## src/rtl/bus_ack_gen_pkg.sv

```systemverilog
// Shared types and constants for the bus acknowledge generator.
package bus_ack_gen_pkg;

  localparam int         ID_WIDTH_DEF = 4;
  localparam logic [3:0] MAX_STAGES   = 4'd15;

  typedef logic [ID_WIDTH_DEF-1:0] ack_id_t;

  // Wait counter increment that sticks at the top so a long request never wraps.
  function automatic logic [3:0] sat_inc(input logic [3:0] v);
    return (v == MAX_STAGES) ? v : v + 4'd1;
  endfunction

endpackage

```

## src/rtl/bus_ack_gen_edge_det.sv

```systemverilog
// Single-bit edge detector: one history flop, combinational edge flags.
module edge_det
  import bus_ack_gen_pkg::*;
(
  input  logic rst,
  input  logic clk,
  input  logic ce,
  input  logic i,
  output logic pe,
  output logic ne,
  output logic ee
);

  logic q;

  // History flop follows the input only on enabled cycles.
  always_ff @(posedge clk or posedge rst) begin
    if (rst)     q <= 1'b0;
    else if (ce) q <= i;
  end

  assign pe = i & ~q;
  assign ne = ~i & q;
  assign ee = i ^ q;

endmodule

```

## src/rtl/bus_ack_gen.sv

```systemverilog
// Bus-slave acknowledge generator with separate read/write wait states.
module bus_ack_gen
  import bus_ack_gen_pkg::*;
#(
  parameter int unsigned READ_STAGES     = 3,
  parameter int unsigned WRITE_STAGES    = 0,
  parameter int unsigned REGISTER_OUTPUT = 0,
  parameter int unsigned ID_WIDTH        = ID_WIDTH_DEF
) (
  input  logic                clk_i,
  input  logic                rst_i,
  input  logic                ce_i,
  input  logic                i,
  input  logic                we_i,
  input  logic [ID_WIDTH-1:0] rid_i,
  input  logic [ID_WIDTH-1:0] wid_i,
  output logic                o,
  output logic [ID_WIDTH-1:0] rid_o,
  output logic [ID_WIDTH-1:0] wid_o
);

  localparam logic [3:0] RD_LAT = 4'(READ_STAGES);
  localparam logic [3:0] WR_LAT = 4'(WRITE_STAGES);

  logic [3:0]          cnt;
  logic [ID_WIDTH-1:0] rid_q, wid_q;
  logic                we_q;
  logic                start, stop, edge_any;
  logic                typ_w, ack_raw;
  logic [ID_WIDTH-1:0] rid_c, wid_c;

  // Request start is the rising edge of i, which coincides with cnt==0 while i is high.
  edge_det u_req_edge (
    .rst (rst_i),
    .clk (clk_i),
    .ce  (ce_i),
    .i   (i),
    .pe  (start),
    .ne  (stop),
    .ee  (edge_any)
  );

  // Wait-state counter: clears while idle, saturates during long requests.
  always_ff @(posedge clk_i or posedge rst_i) begin
    if (rst_i)     cnt <= '0;
    else if (ce_i) cnt <= i ? sat_inc(cnt) : 4'd0;
  end

  // Capture type and IDs at request start; clear them when the request ends.
  always_ff @(posedge clk_i or posedge rst_i) begin
    if (rst_i) begin
      rid_q <= '0;
      wid_q <= '0;
      we_q  <= 1'b0;
    end else if (ce_i && edge_any) begin
      if (stop) begin
        rid_q <= '0;
        wid_q <= '0;
        we_q  <= 1'b0;
      end else begin
        rid_q <= rid_i;
        wid_q <= wid_i;
        we_q  <= we_i;
      end
    end
  end

  // Raw acknowledge and ID steering; in the start cycle the live inputs stand in for the latches.
  always_comb begin
    typ_w   = start ? we_i : we_q;
    ack_raw = ~rst_i & i & (typ_w ? (cnt >= WR_LAT) : (cnt >= RD_LAT));
    rid_c   = '0;
    wid_c   = '0;
    if (ack_raw && !typ_w) rid_c = start ? rid_i : rid_q;
    if (ack_raw &&  typ_w) wid_c = start ? wid_i : wid_q;
  end

  generate
    if (REGISTER_OUTPUT != 0) begin : g_reg
      // Optional output stage; holds with the rest of the state when ce_i is low.
      always_ff @(posedge clk_i or posedge rst_i) begin
        if (rst_i) begin
          o     <= 1'b0;
          rid_o <= '0;
          wid_o <= '0;
        end else if (ce_i) begin
          o     <= ack_raw;
          rid_o <= rid_c;
          wid_o <= wid_c;
        end
      end
    end else begin : g_comb
      assign o     = ack_raw;
      assign rid_o = rid_c;
      assign wid_o = wid_c;
    end
  endgenerate

endmodule

```

## config.mk

```make
export PLATFORM = sky130hd
export DESIGN_NAME = bus_ack_gen
export DESIGN_NICKNAME = d
export VERILOG_FILES = /design/src/rtl/bus_ack_gen_pkg.sv /design/src/rtl/bus_ack_gen_edge_det.sv /design/src/rtl/bus_ack_gen.sv
export SDC_FILE = /design/constraint.sdc
export NUM_CORES = 1
export LEC_CHECK = 0
export CAP_MARGIN = 40
export CORE_MARGIN = 4
export CORE_UTILIZATION = 47
export DETAILED_ROUTE_END_ITERATION = 10
export PLACE_DENSITY = 0.77
export RECOVER_POWER = 100
export SLEW_MARGIN = 0
export SYNTH_ARGS = -nofsm -noshare
export SYNTH_HDL_FRONTEND = slang
export SYNTH_HIERARCHICAL = 1
export SYNTH_SLANG_ARGS = --single-unit
```

## constraint.sdc

```tcl
create_clock -name clk_i -period 1.8 [get_ports clk_i]
set_clock_uncertainty 0.2 [all_clocks]
set_input_delay 0.36 -clock clk_i [delete_from_list [all_inputs] [get_ports clk_i]]
set_output_delay 0.36 -clock clk_i [all_outputs]
set_load 0.03 [all_outputs]
```

# [Word-level counts from Yosys, hierarchy flattened]
# Cells that the tools add are included.
[totals] ff_bits=14
[classes] n_addsub=1 magnitude_cmp=2 n_eq_ne=2 n_mux=11 bitwise_logic=8 reduce_logical=5
[op_table] cell="two-way mux 4 bit" n=8
[op_table] cell="adder 4 x 1 -> 4 bit (second input constant)" n=1
[op_table] cell="AND 1 bit" n=4
[op_table] cell="== test 4 bit (second input constant)" n=1
[op_table] cell=">= comparator 4 x 1 -> 1 bit (second input constant)" n=1
[op_table] cell=">= comparator 4 x 2 -> 1 bit (second input constant)" n=1
[op_table] cell="logical AND 1 bit" n=3
[op_table] cell="two-way mux 1 bit" n=3
[op_table] cell="NOT 1 bit" n=3
[op_table] cell="inequality test 2 bit (second input constant)" n=1
[op_table] cell="AND reduction 2 bit" n=1
[op_table] cell="zero test 1 bit" n=1
[op_table] cell="XOR 1 bit" n=1

# [Depth between registers and ports, before layout]
# Gate-level depths: netlist (run 1).
[logic_depth] depth_word=7 mapped_depth=7 ltp_nobuf=6

# [Modules after synthesis]
# The synthesis (run 1) kept the hierarchy.
[modules_own_cells] mod="bus_ack_gen" n_inst=1 cells_per_inst=89 area_each_um2=792.0 seq_area_each_um2=325.3
[modules_own_cells] mod="edge_det" n_inst=1 cells_per_inst=8 area_each_um2=80.1 seq_area_each_um2=25.0

# [Worst setup path after synthesis (run 1)]
# OpenSTA, ideal clock, no wires.
[synth_path] kind="register -> output" start="register u_req_edge.q" end="output rid_o[1]" arrival_time_ps=1390 required_ps=1240 path_slack_ps=-150 path_stages_with_launch=7 n_path_buf=1 path_cell_list="dfrtp_1 inv_1 ha_1 buf_6 nor2b_2 a22oi_1 nor2_1"
[synth_between] elab_chain_cells=7
[synth_lines] element="from (decl)" line_no="bus_ack_gen_edge_det.sv:14" text="logic q;"
[synth_lines] element="from (signal assigned)" line_no="bus_ack_gen_edge_det.sv:19" text="else if (ce) q <= i;"
[synth_lines] element="NOT 1 bit (*)" line_no="bus_ack_gen_edge_det.sv:22" text="assign pe = i & ~q;"
[synth_lines] element="AND 1 bit (*)" line_no="bus_ack_gen_edge_det.sv:22"
[synth_lines] element="named net start" line_no="bus_ack_gen.sv:28" text="logic start, stop, edge_any;"
[synth_lines] element="two-way mux 1 bit" line_no="bus_ack_gen.sv:70" text="typ_w = start ? we_i : we_q;"
[synth_lines] element="two-way mux 1 bit" line_no="bus_ack_gen.sv:71" text="ack_raw = ~rst_i & i & (typ_w ? (cnt >= WR_LAT) : (cnt >= RD_LAT));"
[synth_lines] element="AND 1 bit" line_no="bus_ack_gen.sv:71"
[synth_lines] element="logical AND 1 bit" line_no="bus_ack_gen.sv:74" text="if (ack_raw && !typ_w) rid_c = start ? rid_i : rid_q;"
[synth_lines] element="two-way mux 4 bit (*)" line_no="bus_ack_gen.sv:74"
[synth_lines] element="to (decl)" line_no="bus_ack_gen.sv:18" text="output logic [ID_WIDTH-1:0] rid_o,"
# The timed path passes the listed nets; every way through them passes the cells marked *.

# [Worst setup path after layout (run 1)]
[layout_path] start="register u_req_edge.q" end="output wid_o[2]"
[layout_between] elab_chain_cells=7
[layout_lines] element="NOT 1 bit (*)" line_no="bus_ack_gen_edge_det.sv:22"
[layout_lines] element="AND 1 bit (*)" line_no="bus_ack_gen_edge_det.sv:22"
[layout_lines] element="named net start" line_no="bus_ack_gen.sv:28"
[layout_lines] element="two-way mux 1 bit" line_no="bus_ack_gen.sv:70"
[layout_lines] element="two-way mux 1 bit" line_no="bus_ack_gen.sv:71"
[layout_lines] element="AND 1 bit" line_no="bus_ack_gen.sv:71"
[layout_lines] element="logical AND 1 bit" line_no="bus_ack_gen.sv:75" text="if (ack_raw && typ_w) wid_c = start ? wid_i : wid_q;"
[layout_lines] element="two-way mux 4 bit (*)" line_no="bus_ack_gen.sv:75"
[layout_lines] element="to (decl)" line_no="bus_ack_gen.sv:19" text="output logic [ID_WIDTH-1:0] wid_o"
# Marks and branches as above.

==> results of run 1 <==
[per-layer routing]
layer / share of wire, % / up-vias / GRT usage, %
met1: 42 / 412 / 25.0
met2: 53 / 19 / 36.3
li1: - / 418 / -
met5: 0 / - / 0
met3: 3.7 / 2 / 3.50
met4: 0.40 / 0 / 5.38
[where the power goes]
group	leakage [nW]	switching (mW)	internal, mW
sequential	0.179	0.0397	0.369
combinational	0.433	0.190	0.193
clock	0.0210	0.105	0.123
[state kept, by name, summed over array words and instances (netlist names)]
name / cells
cnt: 4
rid_q: 4
wid_q: 4
u_req_edge/q: 1
we_q: 1
[worst paths after layout]
path	startpoint	end	cells past startpoint
max in group asynchronous	rst_i	rid_q[3]$_DFFE_PP0P_	3
max reg2reg	u_req_edge/q$_DFFE_PP0P_	rid_q[0]$_DFFE_PP0P_	6
min	rst_i	u_req_edge/q$_DFFE_PP0P_	3
min in group clk_i	rid_q[3]$_DFFE_PP0P_	rid_q[3]$_DFFE_PP0P_	2
min reg2reg	rid_q[3]$_DFFE_PP0P_	rid_q[3]$_DFFE_PP0P_	2
max	u_req_edge/q$_DFFE_PP0P_	wid_o[2]	8
[layout make-up]
| class | instances | area (um^2) | share of cell area, % |
|---|---|---|---|
| inverters | 5 | 18.8 | 1.30 |
| clock buffers | 4 | 36.3 | 2.52 |
| repair buffers | 43 | 417 | 29.0 |
| well taps | 25 | 31.3 | 2.17 |
| flip-flops and latches | 14 | 350 | 24.3 |
| multi-input cells | 75 | 586 | 40.7 |
[repair_timing]
item,4_1_cts,5_1_grt
endpoints found under the setup margin,10,9
gates resized for setup,42,17
buffers inserted,3,2
pin swaps,5,6
[layout by cell type (no fill, tap or decap), types with 3 or more instances in the layout]
| cell | Yosys | routed |
|---|---|---|
| a21oi_1 | 5 | 4 |
| buf_4 | 2 | 15 |
| buf_6 | 1 | 11 |
| clkbuf_4 | 0 | 4 |
| clkdlybuf4s50_1 | 0 | 10 |
| dfrtp_1 | 14 | 14 |
| inv_1 | 5 | 4 |
| nand2_1 | 11 | 11 |
| nand2b_1 | 10 | 10 |
| nor2_2 | 0 | 5 |
| nor2_4 | 0 | 3 |
| o21ai_0 | 10 | 10 |
[worst max-delay path, delay by kind of cell, from the launching register on]
family	cells	cell delay, ns
and+or+nand+nor	1	0.14
adders and majority gates	1	0.17
buffers and inverters	5	0.57
muxes	1	0.15
DFF	1	0.37
[logic make-up (layout without fill, tap and decap cells)]
group	count (synthesis)	after routing	synth area share, %
AOI/OAI and AO/OA	24	24	16.2
and+or+nand+nor	42	42	26.1
DFF	14	14	40.2
muxes	6	6	8.03
buffers and inverters	8	52	5.16
adders and majority gates	3	3	4.30
[metrics by stage]
step                      setup WS, ns  setup TNS [ns]
after floorplan                -0.0204         -0.0899
after global placement          -0.909           -8.98
after detailed placement        -0.933           -9.52
after CTS                       -0.410           -3.34
after global routing            -0.524           -4.35
final                           -0.437           -3.62
==> flow_metrics.tcl, run 1 <==
set metrics [dict create \
    yosys_warnings 6 \
    avgSynthCellArea_um2 8.99 \
    drv_slew 0 \
    yosys.area.top_type "dfrtp_1" \
    core.rowCount 15 \
    clock_latency_ns 0.28 \
    hold-worst-slack_ns 0.164 \
    cts_root_buffer "clkbuf_4" \
    dr.pass1.iters 4 \
    boundaryPins 22 \
    critPathRequiredTime_ns 1.24 \
    viasPerCell 5.13 \
    die_area_um2 2610 \
    syn-cell-area_um2 872 \
    cp-end-kind "output port" \
    final_area_um2 1440 \
    synth_top_area_share_pct 40.2 \
    fin_nets 158 \
    worstMarginPinSlew_ns 0.528 \
    grt_pass1_vias 887 \
    ff2ff_setup_slack_ns 0.17 \
    synthArstFlopShare_pct 100 \
    cts.sinks 14 \
    fillers 99 \
    synth_fp_nets 113 \
    grt_pass1_wl_um 4020 \
    vias 851 \
    io_buffer_count 21 \
    clockBufferDepth 2 \
    cts_buffers 3 \
    final_util_pct 82.4 \
    power_density_nw_per_um2 708 \
    wire_per_inst_um 15.2 \
    power_leakage_nw 0.634 \
    fin_ws_ns -0.437 \
    status "complete, but fails checks" \
    synth-seq-cells 14 \
    synth_edf_count 0 \
    hp-class "in -> async" \
    yosys-top-cells-area "dfrtp_1 40%, nand2b_1 7.2%, o21ai_0 5.7%" \
    peakVddDrop_mv 0.649 \
    htreeDepth 1 \
    synth.top_cells.by_count "14 x dfrtp_1, 11 x nand2_1, 10 x nand2b_1, 10 x o21ai_0, 9 x nor2_1" \
    coreArea_um2 1750 \
    finalNonFillerCells 166 \
    gp_congestion 0.742 \
    rsz0062_at_grt "yes" \
    maxCapViolCount 0 \
    grt_max_degree 19 \
    crit_chain "inv_2, ha_4, buf_12, buf_4, buf_8, mux2i_2, nor2_2, buf_6" \
    startpoint_type "flip-flop" \
    grt.overflow.total 0 \
    track_usage_pct 20.4 \
    drcViolationCount 0 \
    dieWidth_um 51.1 \
    total_power_mw 1.02 \
    cpPeakStageDelay_ns 0.37 \
    yosysMostFrequentCell "dfrtp_1" \
    cp_data_arrival_time_ns 1.68 \
    chipHeight_um 51.1 \
    ys_seq_area_share_pct 40.2 \
    setup_viol 9 \
    initial_core_util_pct 50.0 \
    violations "negative setup slack" \
    synthDistinctLibCells 26 \
    critical_path_class "reg -> out" \
    n_antenna_cell 0 \
    wl_um 2530 \
    ant_nets 0 \
    syn_to_final_growth_pct 65.0 \
    crit_slowest_cell "dfrtp_1" \
    cts_tree "built" \
    syn_inst 97 \
    fmax_ghz 0.447 \
    post-route-period-util_pct 124 \
    relSlewSlack_pct 64.7 \
    antenna_found_initial 0 \
    cts_hold_buffers 0 \
    drtIter0Drc 5 \
    path_clk_slew_ns 0.09 \
    dp_cells 157 \
    layout-drive-gt1-share_pct 41.8 \
    hold_viol_final 0 \
    synth-main-ff-cell "dfrtp_1" \
    cp_max_fo 3 \
    place_area_um2 1270 \
    fin_crit_ns 2.24 \
    place.detailed.hpwl_um 1600 \
]
No activity file was read; power rests on OpenSTA's default activity.
==> inputs of run 2 (changes only) <==
- CORE_MARGIN: 4 -> not set
- CORE_UTILIZATION: 47 -> 50
- CTS_BUF_LIST: not set -> sky130_fd_sc_hd__clkbuf_8
- PLACE_DENSITY: 0.77 -> 0.81
- TNS_END_PERCENT: not set -> 50
==> run 2 against run 1 <==
The run ends with design-rule violations, negative setup slack left. Critical endpoint is now rid_o[0]. Largest cell class unchanged. Final cell count down 11%. Sequential cell count unchanged. Count of clock-buffer cells in the layout down 1. Sequential share of layout area up 1.8 points. First-iteration DRC count rose to 4.2 times the previous value.
==> flow_metrics.tcl, run 2 (synthesis results as in run 1) <==
set metrics [dict create \
    status "complete, but fails checks" \
    violations "design-rule violations, negative setup slack" \
    chipHeight_um 43.8 \
    place.detailed.hpwl_um 1490 \
    fmax_ghz 0.474 \
    cts_tree "built" \
    fin_nets 150 \
    startpoint_type "primary input" \
    die_area_um2 1920 \
    hold_viol_final 0 \
    io_buffer_count 21 \
    n_antenna_cell 0 \
    post_cts_buffers 0 \
    antenna_found_initial 0 \
    cts_root_buffer "clkbuf_8" \
    initial_core_util_pct 55.9 \
    power_leakage_nw 0.581 \
    final_area_um2 1340 \
    clock_latency_ns 0.25 \
    worstMarginPinSlew_ns 0.497 \
    p_clk_share_pct 25.7 \
    cts_buffers 3 \
    boundaryPins 22 \
    drv_slew 0 \
    fin_ws_ns -0.309 \
    maxCapViolCount 0 \
    comb_power_share_pct 34.1 \
    p_seq_share_pct 40.2 \
    track_usage_pct 28.4 \
    peakVddDrop_mv 0.533 \
    clockBufferDepth 2 \
    gp_congestion 0.774 \
    total_power_mw 1.01 \
    wl_um 2300 \
    wire_per_inst_um 15.5 \
    vias 832 \
    layout_commonest_cell "dfrtp_1" \
    ant_nets 0 \
    r2r_start "u_req_edge/q$_DFFE_PP0P_" \
    critPathRequiredTime_ns 1.24 \
    grt_max_degree 19 \
    core.rowCount 14 \
    syn_to_final_growth_pct 53.4 \
    grt.overflow.total 0 \
    drcViolationCount 3 \
    fin_crit_ns 2.11 \
    layout-drive-gt1-share_pct 34.1 \
    post-route-period-util_pct 117 \
    place_area_um2 1220 \
    cts.sinks 14 \
    final_cell_mix "14 x dfrtp_1, 13 x buf_6, 11 x nand2_1" \
    setup_viol 9 \
    dp_cells 145 \
    cp_data_arrival_time_ns 1.55 \
    p_int_uw 681 \
    critical_path_class "in -> out" \
    relSlewSlack_pct 66.9 \
    cp-end-kind "output port" \
    largestRegisters "cnt x4, rid_q x4, wid_q x4" \
    path_clk_slew_ns 0.05 \
    cp_max_fo 4 \
    htreeDepth 1 \
    grt_pass1_wl_um 3950 \
    dieWidth_um 43.8 \
    p_sw_share_pct 32.6 \
    rsz0062_at_grt "yes" \
    dr.pass1.iters 7 \
    finalNonFillerCells 148 \
    viasPerCell 5.62 \
    dp_slack_ns -0.911 \
    coreArea_um2 1560 \
    critPathLaunch "i" \
    grt_pass1_vias 880 \
    drtIter0Drc 21 \
    power.switching_uw 330 \
    hp-class "in -> async" \
    final_util_pct 85.8 \
    power_density_nw_per_um2 756 \
]
[run 2: changes by cell type in the layout (fill, tap and decap cells not counted), sizes merged]
cell           change
dlygate4sd2        +1
clkdlybuf4s50      -1
buf                -9
[run 2: area by class of cell]
class / instances / area (um^2)
Multi-Input combinational cell: 75 / 579
Sequential cell: 14 / 350
Timing Repair Buffer: 35 / 328
Fill cell: 93 / 221
Clock buffer: 3 / 41.3
Tap cell: 16 / 20.0
Inverter: 5 / 18.8
[run 2: metrics by stage]
stage | hold WS (ns) | TNS, ns
2_1_floorplan | -0.111 | -0.0899
3_3_place_gp | 0.255 | -8.37
3_5_place_dp | 0.272 | -8.91
4_1_cts | 0.0178 | -2.17
5_1_grt | 0.0371 | -2.70
6_report | 0.00448 | -2.37
[run 2: path summary, 6_finish.rpt]
kind | end | slack, ns | cells past startpoint
min in group clk_i | rid_q[0]$_DFFE_PP0P_ | 0.28 | 2
min | u_req_edge/q$_DFFE_PP0P_ | 0.004 | 3
max reg2reg | wid_q[2]$_DFFE_PP0P_ | 0.18 | 6
min reg2reg | rid_q[0]$_DFFE_PP0P_ | 0.28 | 2
max | rid_o[0] | -0.31 | 7
max in group asynchronous | wid_q[1]$_DFFE_PP0P_ | 0.87 | 3
[run 2: timing repair]
action,in CTS,in global routing
pin swaps,6,1
gates resized for setup,53,2
hold buffers,0,0
setup endpoints to repair,18,9
[run 2: per-layer routing]
metal  up-vias  GRT usage (%)  share of wire, %
li1        403              -                 -
met4         0           12.5               1.7
met2        24           48.4                54
met3         4           2.92               3.4
met1       401           36.3                41
met5         -              0                 0
[run 2: power groups by stage]
stage | sequential (mW) | clock (mW) | combinational, mW
4_1_cts | 0.404 | 0.260 | 0.336
5_1_grt | 0.411 | 0.277 | 0.377
2_1_floorplan | 0.406 | 0 | 0.190
6_report | 0.406 | 0.260 | 0.345
3_3_place_gp | 0.403 | 0 | 0.296
3_5_place_dp | 0.406 | 0 | 0.306
[run 2: critical path, stage by stage]
cell and delay [ns]:
dlygate4sd2_1 0.28, ha_4 0.19, buf_6 0.13, nor2b_4 0.14, a21oi_1 0.27, nor2_4 0.05, buf_6 0.14
